<file path="config.mk">
export PLATFORM = sky130hd
export DESIGN_NAME = cdc_handshake_tx
export DESIGN_NICKNAME = d
export VERILOG_FILES = /design/src/rtl/cdc_handshake_tx.sv
export SDC_FILE = /design/constraint.sdc
export NUM_CORES = 1
export LEC_CHECK = 0
export ABC_AREA = 1
export BUFFER_PORTS_ARGS = -buffer_cell sky130_fd_sc_hd__buf_2
export CAP_MARGIN = 10
export CELL_PAD_IN_SITES_DETAIL_PLACEMENT = 2
export CELL_PAD_IN_SITES_GLOBAL_PLACEMENT = 2
export CORE_MARGIN = 3
export CORE_UTILIZATION = 27
export CTS_CLUSTER_DIAMETER = 200
export CTS_CLUSTER_SIZE = 30
export DETAILED_ROUTE_END_ITERATION = 6
export GPL_TIMING_DRIVEN = 0
export PLACE_DENSITY_LB_ADDON = 0.1
export SYNTH_ARGS = -nofsm -noshare
export SYNTH_HDL_FRONTEND = slang
export SYNTH_SLANG_ARGS = --single-unit
</file>
<file path="constraint.sdc">
create_clock -name clk_i -period 1.6 [get_ports clk_i]
set_input_delay 0.24 -clock clk_i [delete_from_list [all_inputs] [get_ports clk_i]]
set_output_delay 0.24 -clock clk_i [all_outputs]
set_load 0.005 [all_outputs]
</file>
<file path="src/rtl/cdc_handshake_tx.sv">
// cdc_handshake_tx
//   Transmit side of a four-phase req/ack clock-domain crossing. A word is
//   taken from the local valid/ready port, parked on data_o, and announced to
//   the foreign domain with a level on req_o. The foreign ack_i is brought into
//   clk_i through a SYNC_STAGES flop chain before the FSM looks at it.
// Ports
//   clk_i       local clock, rising edge
//   rst_ni      asynchronous active-low reset
//   in_valid_i  local word present on in_data_i
//   in_data_i   local word
//   in_ready_o  word can be accepted this cycle (idle and no ack still high)
//   req_o       registered request level to the foreign domain
//   data_o      registered crossing data, changes only on accept
//   ack_i       asynchronous acknowledge from the foreign domain
//   busy_o      handshake in progress
//   done_o      one-cycle pulse when the handshake completes
//   err_o       sticky phase-timeout flag (TIMEOUT_CYC > 0 only)
module cdc_handshake_tx #(
  parameter int DATA_W      = 8,
  parameter int SYNC_STAGES = 2,
  parameter int TIMEOUT_CYC = 0
) (
  input  logic              clk_i,
  input  logic              rst_ni,
  input  logic              in_valid_i,
  input  logic [DATA_W-1:0] in_data_i,
  output logic              in_ready_o,
  output logic              req_o,
  output logic [DATA_W-1:0] data_o,
  input  logic              ack_i,
  output logic              busy_o,
  output logic              done_o,
  output logic              err_o
);

  // A disabled timeout still gets a 1-bit counter so the ports and flops stay legal.
  localparam int              CNT_W   = (TIMEOUT_CYC > 0) ? $clog2(TIMEOUT_CYC + 1) : 1;
  localparam logic [CNT_W-1:0] CNT_LIM = CNT_W'(TIMEOUT_CYC);
  localparam logic [CNT_W-1:0] CNT_ONE = CNT_W'(1);

  localparam logic [1:0] ST_IDLE    = 2'd0;
  localparam logic [1:0] ST_REQ     = 2'd1;
  localparam logic [1:0] ST_RELEASE = 2'd2;

  logic [SYNC_STAGES-1:0] ack_sync_q, ack_sync_d;
  logic [1:0]             state_q, state_d;
  logic                   req_q, req_d;
  logic [DATA_W-1:0]      data_q, data_d;
  logic                   done_q, done_d;
  logic                   err_q, err_d;
  logic [CNT_W-1:0]       cnt_q, cnt_d;
  logic [CNT_W-1:0]       cnt_inc_s;
  logic                   ack_s;
  logic                   in_ready_s;
  logic                   phase_s;

  assign ack_s      = ack_sync_q[SYNC_STAGES-1];
  // A still-high ack from the previous transfer (or from before a reset) blocks new work.
  assign in_ready_s = (state_q == ST_IDLE) && !ack_s;
  assign phase_s    = (state_q == ST_REQ) || (state_q == ST_RELEASE);
  // Saturating increment so a very long wait never wraps and re-arms the timeout.
  assign cnt_inc_s  = (cnt_q == CNT_LIM) ? cnt_q : (cnt_q + CNT_ONE);

  // Shift ack_i into the synchronizer; stage 0 is the only flop that sees the async input.
  always_comb begin
    ack_sync_d = {ack_sync_q[SYNC_STAGES-2:0], ack_i};
  end

  // Handshake FSM, data capture, phase counter and sticky timeout flag.
  always_comb begin
    state_d = state_q;
    req_d   = req_q;
    data_d  = data_q;
    done_d  = 1'b0;
    cnt_d   = cnt_q;
    err_d   = err_q;
    case (state_q)
      ST_IDLE: begin
        if (in_valid_i && in_ready_s) begin
          data_d  = in_data_i;
          req_d   = 1'b1;
          state_d = ST_REQ;
          cnt_d   = '0;
        end else begin
          req_d   = 1'b0;
        end
      end
      ST_REQ: begin
        // A falling ack_i here is simply not an ack; only a high ack_s advances.
        if (ack_s) begin
          req_d   = 1'b0;
          state_d = ST_RELEASE;
          cnt_d   = '0;
        end else begin
          cnt_d   = cnt_inc_s;
        end
      end
      ST_RELEASE: begin
        if (!ack_s) begin
          state_d = ST_IDLE;
          done_d  = 1'b1;
          cnt_d   = '0;
        end else begin
          cnt_d   = cnt_inc_s;
        end
      end
      default: begin
        state_d = ST_IDLE;
        req_d   = 1'b0;
        cnt_d   = '0;
      end
    endcase
    // The FSM keeps waiting after a timeout; the flag only reports it.
    if ((TIMEOUT_CYC > 0) && phase_s && (cnt_d == CNT_LIM)) begin
      err_d = 1'b1;
    end else begin
      err_d = err_q;
    end
  end

  // State registers; reset drops req_o immediately even mid-handshake.
  always_ff @(posedge clk_i or negedge rst_ni) begin
    if (!rst_ni) begin
      ack_sync_q <= '0;
      state_q    <= ST_IDLE;
      req_q      <= 1'b0;
      data_q     <= '0;
      done_q     <= 1'b0;
      err_q      <= 1'b0;
      cnt_q      <= '0;
    end else begin
      ack_sync_q <= ack_sync_d;
      state_q    <= state_d;
      req_q      <= req_d;
      data_q     <= data_d;
      done_q     <= done_d;
      err_q      <= err_d;
      cnt_q      <= cnt_d;
    end
  end

  assign in_ready_o = in_ready_s;
  assign req_o      = req_q;
  assign data_o     = data_q;
  assign busy_o     = (state_q != ST_IDLE);
  assign done_o     = done_q;
  assign err_o      = err_q;

endmodule

</file>
* Word-level counts from Yosys, hierarchy flattened
Index checks and enable logic that the tools add are counted.
** Storage, ports and cells
- Flip-flop bits (word level) :: 14
- Bits of input ports :: 12
- Output and inout bits :: 13
- Word-level logic and storage cells :: 28
** Operators by class
- Eq/ne operators :: 5
- Multiplexer cells :: 9
- Bitwise logic cells :: 1
- Reduce and logical (&&, ||, !) cells :: 8
** Operator list (number)
- 2-to-1 mux 2 bit :: 3
- one-hot mux 2 bit (3 select lines) :: 1
- 2-to-1 mux 1 bit :: 4
- inequality test 2 bit, second input constant :: 2
- AND reduction 2 bit :: 2
- one-hot mux 1 bit (3 select lines) :: 1
- AND reduction 3 bit :: 1
- equality test 2 x 1 -> 1 bit, second input constant :: 1
- equality test 2 bit, second input constant :: 1
- logical AND 1 bit :: 2
- zero test 2 bit :: 1
- inequality test 2 x 1 -> 1 bit, second input constant :: 1
- nonzero test 2 bit :: 1
- zero test 1 bit :: 1
- inverter 1 bit :: 1

* Depth between registers and ports, before layout
Gate-level depths: netlist of run 1.
- Depth in word-level cells :: 5
- Depth in mapped cells :: 6
- Gate-level depth less buffers :: 5

* Least setup slack after synthesis of run 1
OpenSTA, ideal clock, no wires.
- Kind :: flip-flop to output port
- From :: register state_q[0]
- To :: output port in_ready_o
- Arrival :: 829 ps
- Setup slack :: 531 ps
- Stages on the path, launching flop included :: 4
- Path buffers :: 0
- Cell sequence :: dfrtp_1 > nor2_4 > inv_1 > nor2_1
** On the way
- Longest elaborated chain between the ends :: 2
** RTL lines
- from (decl) :: line 46 : logic [1:0] state_q, state_d;
- from (signal assigned) :: line 133 : state_q <= state_d;
- zero test 2 bit :: line 59 : assign in_ready_s = (state_q == ST_IDLE) && !ack_s;
- logical AND 1 bit :: line 59
- to (decl) :: line 27 : output logic in_ready_o,
No other way between the ends.

* Worst setup path after layout of run 1
- From :: register state_q[1]
- To :: output port in_ready_o
The elaborated chain is that of the path after synthesis.

==> results of run 1 <==
==> metal layers <==
layer | up-vias | part of all wire (%) | track usage, %
met4 | 0 | 1.1 | 7.86
met1 | 241 | 45 | 15.0
met2 | 15 | 50 | 22.2
met3 | 2 | 4.3 | 2.58
li1 | 241 | - | -
met5 | - | 0 | 0
==> flip-flops by register name, indices dropped and copies added, names as in the netlist <==
signal      cells
state_q         2
data_o          8
req_o           1
ack_sync_q      2
done_o          1
==> path summary, 6_finish.rpt <==
kind / start / endpoint / slack, ns / cells after the start
worst max-delay path: state_q[1] / in_ready_o / 0.27 / 4
worst min-delay path: ack_i / ack_sync_q[0] / 0.06 / 1
worst max register to register: state_q[1] / data_o[4] / 0.44 / 5
worst min register to register: ack_sync_q[0] / ack_sync_q[1] / 0.37 / 0
max in group asynchronous: rst_ni / ack_sync_q[0] / 0.94 / 2
min in group asynchronous: rst_ni / req_o / 0.42 / 2
==> cells in the final DEF (no fill, tap or decap) <==
master and count:
a21oi_1 1, buf_2 22, buf_4 2, buf_6 1
clkbuf_2 1, clkbuf_4 3, conb_1 1, dfrtp_1 14
dlygate4sd3_1 1, inv_1 4, nand2_1 22, nand3_1 1
nand3_4 1, nand4_1 8, nor2_1 2, nor2_4 1
==> area by class of cell <==
class	count	area, um2	area share, %
buffer	3	23.8	3.15
multi-input combinational	37	183	24.2
inverter	4	15.0	1.99
sequential	14	350	46.4
timing repair buffer	24	128	16.9
tap	27	33.8	4.47
clock buffer	3	22.5	2.98
==> critical path: stages, from the launching register on <==
cell	delay [ns]
dfrtp_1	0.44
nor2_4	0.13
inv_1	0.06
nor2_1	0.08
buf_2	0.11
==> power groups by stage <==
stage	Combinational [mW]	Sequential [mW]	Clock, mW
after floorplan	0.114	0.486	0
after global placement	0.240	0.479	0
after detailed placement	0.249	0.482	0
after CTS	0.252	0.476	0.209
after global routing	0.292	0.488	0.227
final	0.252	0.477	0.200
==> through the flow <==
step                setup slack [ns]  instance area [um2]  hold WS, ns
floorplan                      0.531                  572      -0.0556
global placement               0.384                  716        0.159
detailed placement             0.328                  716        0.165
CTS                           0.0126                  748       0.0568
global route                   0.162                  756       0.0585
finish                         0.265                  756       0.0626
==> cells by family after synthesis <==
family | count (synthesis)
buffers and inverters | 7
other | 1
AND/OR/NAND/NOR | 35
AO/OA/AOI/OAI | 1
flip-flops | 14
==> what timing repair did <==
action | in CTS | in global routing
setup endpoints to repair | 0 | 1
hold buffers | 1 | 0
setup buffers | 0 | 1
endpoints found under the hold margin | 14 | 0
resized for setup | 0 | 0
==> impl_metrics.env, run 1 <==
export IMPL_status="completed"
export IMPL_yosysSeqAreaShare_pct=61.3
export IMPL_critPathArrivalTime_ns=1.09
export IMPL_synth_seq_cells=14
export IMPL_numPortBuffers=22
export IMPL_synth_xor_area_share_pct=0
export IMPL_setup_viol=0
export IMPL_track_usage_pct=13.1
export IMPL_p_per_area_nw_per_um2=1230
export IMPL_numCtsBuffers=3
export IMPL_antenna_left=0
export IMPL_cts_root_buffer="clkbuf_4"
export IMPL_start_util_pct=28.9
export IMPL_grt_pass1_vias=567
export IMPL_syn_inst=58
export IMPL_synth_top_family_by_area="simple AND/OR/NAND/NOR gates"
export IMPL_crit_fanout=3
export IMPL_synth_edf_count=0
export IMPL_synth_commonest_cells="22 x nand2_1, 14 x dfrtp_1, 8 x nand4_1"
export IMPL_yosys_area_top_type_share_pct=61.3
export IMPL_yosysWarnings=0
export IMPL_die_w_um=52.0
export IMPL_combPwrFrac_pct=27.2
export IMPL_clock_power_share_pct=21.5
export IMPL_fin_skew_ns=0.00107
export IMPL_crit_type="reg2out"
export IMPL_coreArea_um2=1980
export IMPL_finalPower_mw=0.929
export IMPL_startpoint_type="flop"
export IMPL_yosysUniqueCellTypes=13
export IMPL_dpl_cell_count=107
export IMPL_worst_setup_path_end_kind="primary output"
export IMPL_syn_to_final_growth_pct=32.2
export IMPL_hold_class="in2reg"
export IMPL_dieHeight_um=52.0
export IMPL_dieArea_um2=2710
export IMPL_post_synth_top_area_cell="dfrtp_1"
export IMPL_p_sw_share_pct=31.9
export IMPL_dp_hpwl_um=1070
export IMPL_final_hold_violation_count=0
export IMPL_synthAdderAreaFrac_pct=0
export IMPL_internal_power_mw=0.633
export IMPL_rows=16
export IMPL_period_minus_slack_ns=1.33
export IMPL_grt_pass1_wl_um=2520
export IMPL_power_leakage_nw=0.431
export IMPL_drt_initial_drc_count=1
export IMPL_seqPwrFrac_pct=51.3
export IMPL_fmax_mhz=749
export IMPL_first_pass_iters=3
export IMPL_cts_htree_levels=1
export IMPL_wl_per_cell_um=13.6
export IMPL_antenna_found_initial=0
export IMPL_finalNetCount=99
export IMPL_via_per_inst=4.46
export IMPL_io_pins=25
export IMPL_report_final_slew_viol_count=0
export IMPL_clk_latency_ns=0.27
export IMPL_clockBufferDepth=2
export IMPL_via_count=499
export IMPL_cts_tree="yes"
export IMPL_min_period_over_period_pct=83.4
export IMPL_ir_drop_v=0.000537
export IMPL_max_cap_violations=0
export IMPL_synth_compound_area_share_pct=0.875
export IMPL_synth_ff_type="dfrtp_1"
export IMPL_grt_overflow=0
export IMPL_synth_area_leaders="dfrtp_1 61%, nand2_1 14%, nand4_1 8.8%, nand3_4 3.1%, inv_1 2.6%"
export IMPL_synth_mux_area_share_pct=0
export IMPL_synth_area_per_cell_um2=9.86
export IMPL_clkSinkCount=14
export IMPL_switchingPower_mw=0.296
export IMPL_layout_drive_gt1_share_pct=36.5
export IMPL_syn_nets=70
export IMPL_yosysMostFrequentCell="nand2_1"
export IMPL_final_util_pct=38.1
export IMPL_stdcell_count=112
export IMPL_wl_um=1530
export IMPL_synth_async_sr_flop_share_pct=100
export IMPL_fill_cells=231
export IMPL_tns_ns=0
export IMPL_grt_max_degree=15
export IMPL_drc=0
export IMPL_rsz0062_at_grt="false"
export IMPL_synth_area_um2=572
export IMPL_crit_required_ns=1.36
export IMPL_finalWeightedCongestion=0.633
export IMPL_synthSimpleGateAreaFrac_pct=30.4
export IMPL_diodes=0
export IMPL_clk_pin_slew_ns=0.08
(Power assumes the default switching activity.)
==> run 2, diff against run 1 <==
--- a/config.mk
+++ b/config.mk
@@ -11,7 +11,7 @@
 export CELL_PAD_IN_SITES_DETAIL_PLACEMENT = 2
 export CELL_PAD_IN_SITES_GLOBAL_PLACEMENT = 2
 export CORE_MARGIN = 3
-export CORE_UTILIZATION = 27
+export CORE_UTILIZATION = 25
 export CTS_CLUSTER_DIAMETER = 200
 export CTS_CLUSTER_SIZE = 30
 export DETAILED_ROUTE_END_ITERATION = 6
==> constraint.sdc (replaced) <==
create_clock -name clk_i -period 1.3 [get_ports clk_i]
set_input_delay 0.195 -clock clk_i [delete_from_list [all_inputs] [get_ports clk_i]]
set_output_delay 0.195 -clock clk_i [all_outputs]
set_load 0.005 [all_outputs]
==> run 2 against run 1 <==
Against the previous run:
- power up 26%
- sequential share of layout area down 1.8 points
- clock power grew 18%
- cell count increased by 3.6%
- critical path depth unchanged
- clock skew increased by 0.0052 ns
- critical path type unchanged
- via count is 6.2% higher
==> impl_metrics.env, run 2 (same netlist as run 1, synthesis figures left out) <==
export IMPL_status="completed"
export IMPL_crit_slowest_cell="dfrtp_1"
export IMPL_wl_um=1510
export IMPL_r2r_slack_ns=0.16
export IMPL_layout_drive_gt1_share_pct=40.4
export IMPL_cpLargestDelayFamily="flip-flops"
export IMPL_fin_skew_ns=0.00625
export IMPL_worstPathCellList="nor2_4 -> inv_2 -> nor2_1 -> buf_2"
export IMPL_critPathArrivalTime_ns=1.06
export IMPL_antenna_left=0
export IMPL_tns_ns=0
export IMPL_start_util_pct=27.7
export IMPL_syn_to_final_growth_pct=37.4
export IMPL_crit_type="reg2out"
export IMPL_crit_path_max_incr_delay_ns=0.41
export IMPL_min_to="ack_sync_q[0]"
export IMPL_startpoint_type="flop"
export IMPL_dpl_cell_count=107
export IMPL_dieArea_um2=2900
export IMPL_via_per_inst=4.57
export IMPL_cp_buffers_inverters=2
export IMPL_cts_htree_levels=1
export IMPL_antenna_found_initial=0
export IMPL_drc=0
export IMPL_rsz0062_at_grt="true"
export IMPL_worst_r2r_cell_count=5
export IMPL_rr_endpoint="data_o[3]"
export IMPL_via_count=530
export IMPL_clock_power_share_pct=20.3
export IMPL_final_hold_violation_count=0
export IMPL_min_period_over_period_pct=96.7
export IMPL_period_minus_slack_ns=1.26
export IMPL_power_leakage_nw=0.450
export IMPL_numPortBuffers=22
export IMPL_fmax_mhz=795
export IMPL_coreArea_um2=2060
export IMPL_first_pass_iters=4
export IMPL_stdcell_count=116
export IMPL_clk_latency_ns=0.28
export IMPL_layout_common_cells="22 x nand2_1, 22 x buf_2, 14 x dfrtp_1"
export IMPL_clk_pin_slew_ns=0.08
export IMPL_finalNetCount=103
export IMPL_largest_register_ffs=8
export IMPL_report_final_slew_viol_count=0
export IMPL_grt_pass1_vias=507
export IMPL_crit_required_ns=1.11
export IMPL_grt_pass1_wl_um=2500
export IMPL_worstHoldPathCells=1
export IMPL_combPwrFrac_pct=30.1
export IMPL_drt_initial_drc_count=6
export IMPL_whs_ns=0.0241
export IMPL_min_from="ack_i"
export IMPL_rows=16
export IMPL_hold_class="in2reg"
export IMPL_r2r_start="state_q[0]"
export IMPL_track_usage_pct=12.9
export IMPL_max_cap_violations=0
export IMPL_internal_power_mw=0.803
export IMPL_crit_fanout=2
export IMPL_finalWeightedCongestion=0.694
export IMPL_dp_hpwl_um=1050
export IMPL_p_per_area_nw_per_um2=1490
export IMPL_numCtsBuffers=3
export IMPL_die_w_um=53.8
export IMPL_io_pins=25
export IMPL_cts_tree="yes"
export IMPL_setup_viol=0
export IMPL_clkSinkCount=14
export IMPL_grt_overflow=0
export IMPL_cts_root_buffer="clkbuf_4"
export IMPL_wl_per_cell_um=13.0
export IMPL_p_sw_share_pct=31.2
export IMPL_dieHeight_um=53.8
export IMPL_switchingPower_mw=0.364
export IMPL_grt_max_degree=15
export IMPL_seqPwrFrac_pct=49.6
export IMPL_diodes=0
export IMPL_worst_setup_path_end_kind="primary output"
export IMPL_ir_drop_v=0.000573
export IMPL_clockBufferDepth=2
-- run 2: worst max-delay path by stage --
stage                from          to  depth (start not counted)
3_5_place_dp   state_q[0]  in_ready_o                          4
4_1_cts        state_q[1]  in_ready_o                          4
6_report       state_q[0]  in_ready_o                          4
2_1_floorplan  state_q[0]  in_ready_o                          3
3_3_place_gp   state_q[0]   data_o[2]                          4
5_1_grt        state_q[0]  in_ready_o                          4
-- run 2: final cells by class --
type	instances	area, um2
clock buffer	3	22.5
inverter	4	15.0
multi-input combinational	37	183
timing repair buffer	28	158
fill	248	1280
sequential	14	350
buffer	3	23.8
tap	27	33.8
-- run 2: stage by stage --
stage	instance area, um2	power [mW]	utilization, %	setup slack, ns
floorplan	572	0.739	-	0.276
global placement	716	0.886	34.7	0.110
detailed placement	716	0.901	34.7	0.0691
CTS	771	1.18	37.4	0.0142
global route	786	1.28	38.1	-0.0258
finish	786	1.17	38.1	0.0429
-- run 2: power by group through the flow --
stage	Clock (mW)	Combinational (mW)	Sequential (mW)
after global routing	0.271	0.410	0.598
after floorplan	0	0.140	0.599
after CTS	0.252	0.343	0.581
final	0.237	0.351	0.579
after global placement	0	0.297	0.589
after detailed placement	0	0.307	0.594
-- run 2: repair_timing --
item,in CTS,in global routing
hold endpoints to repair,14,0
gates cloned,0,0
endpoints found under the setup margin,2,1
resized for setup,0,1
buffers inserted,3,2
pin swaps,1,1
hold buffers,1,0
-- run 2: metal layers --
layer	wire, um	GRT usage (%)
met4	10	3.83
met5	0	0
met3	103	5.82
met2	721	19.4
met1	676	16.4
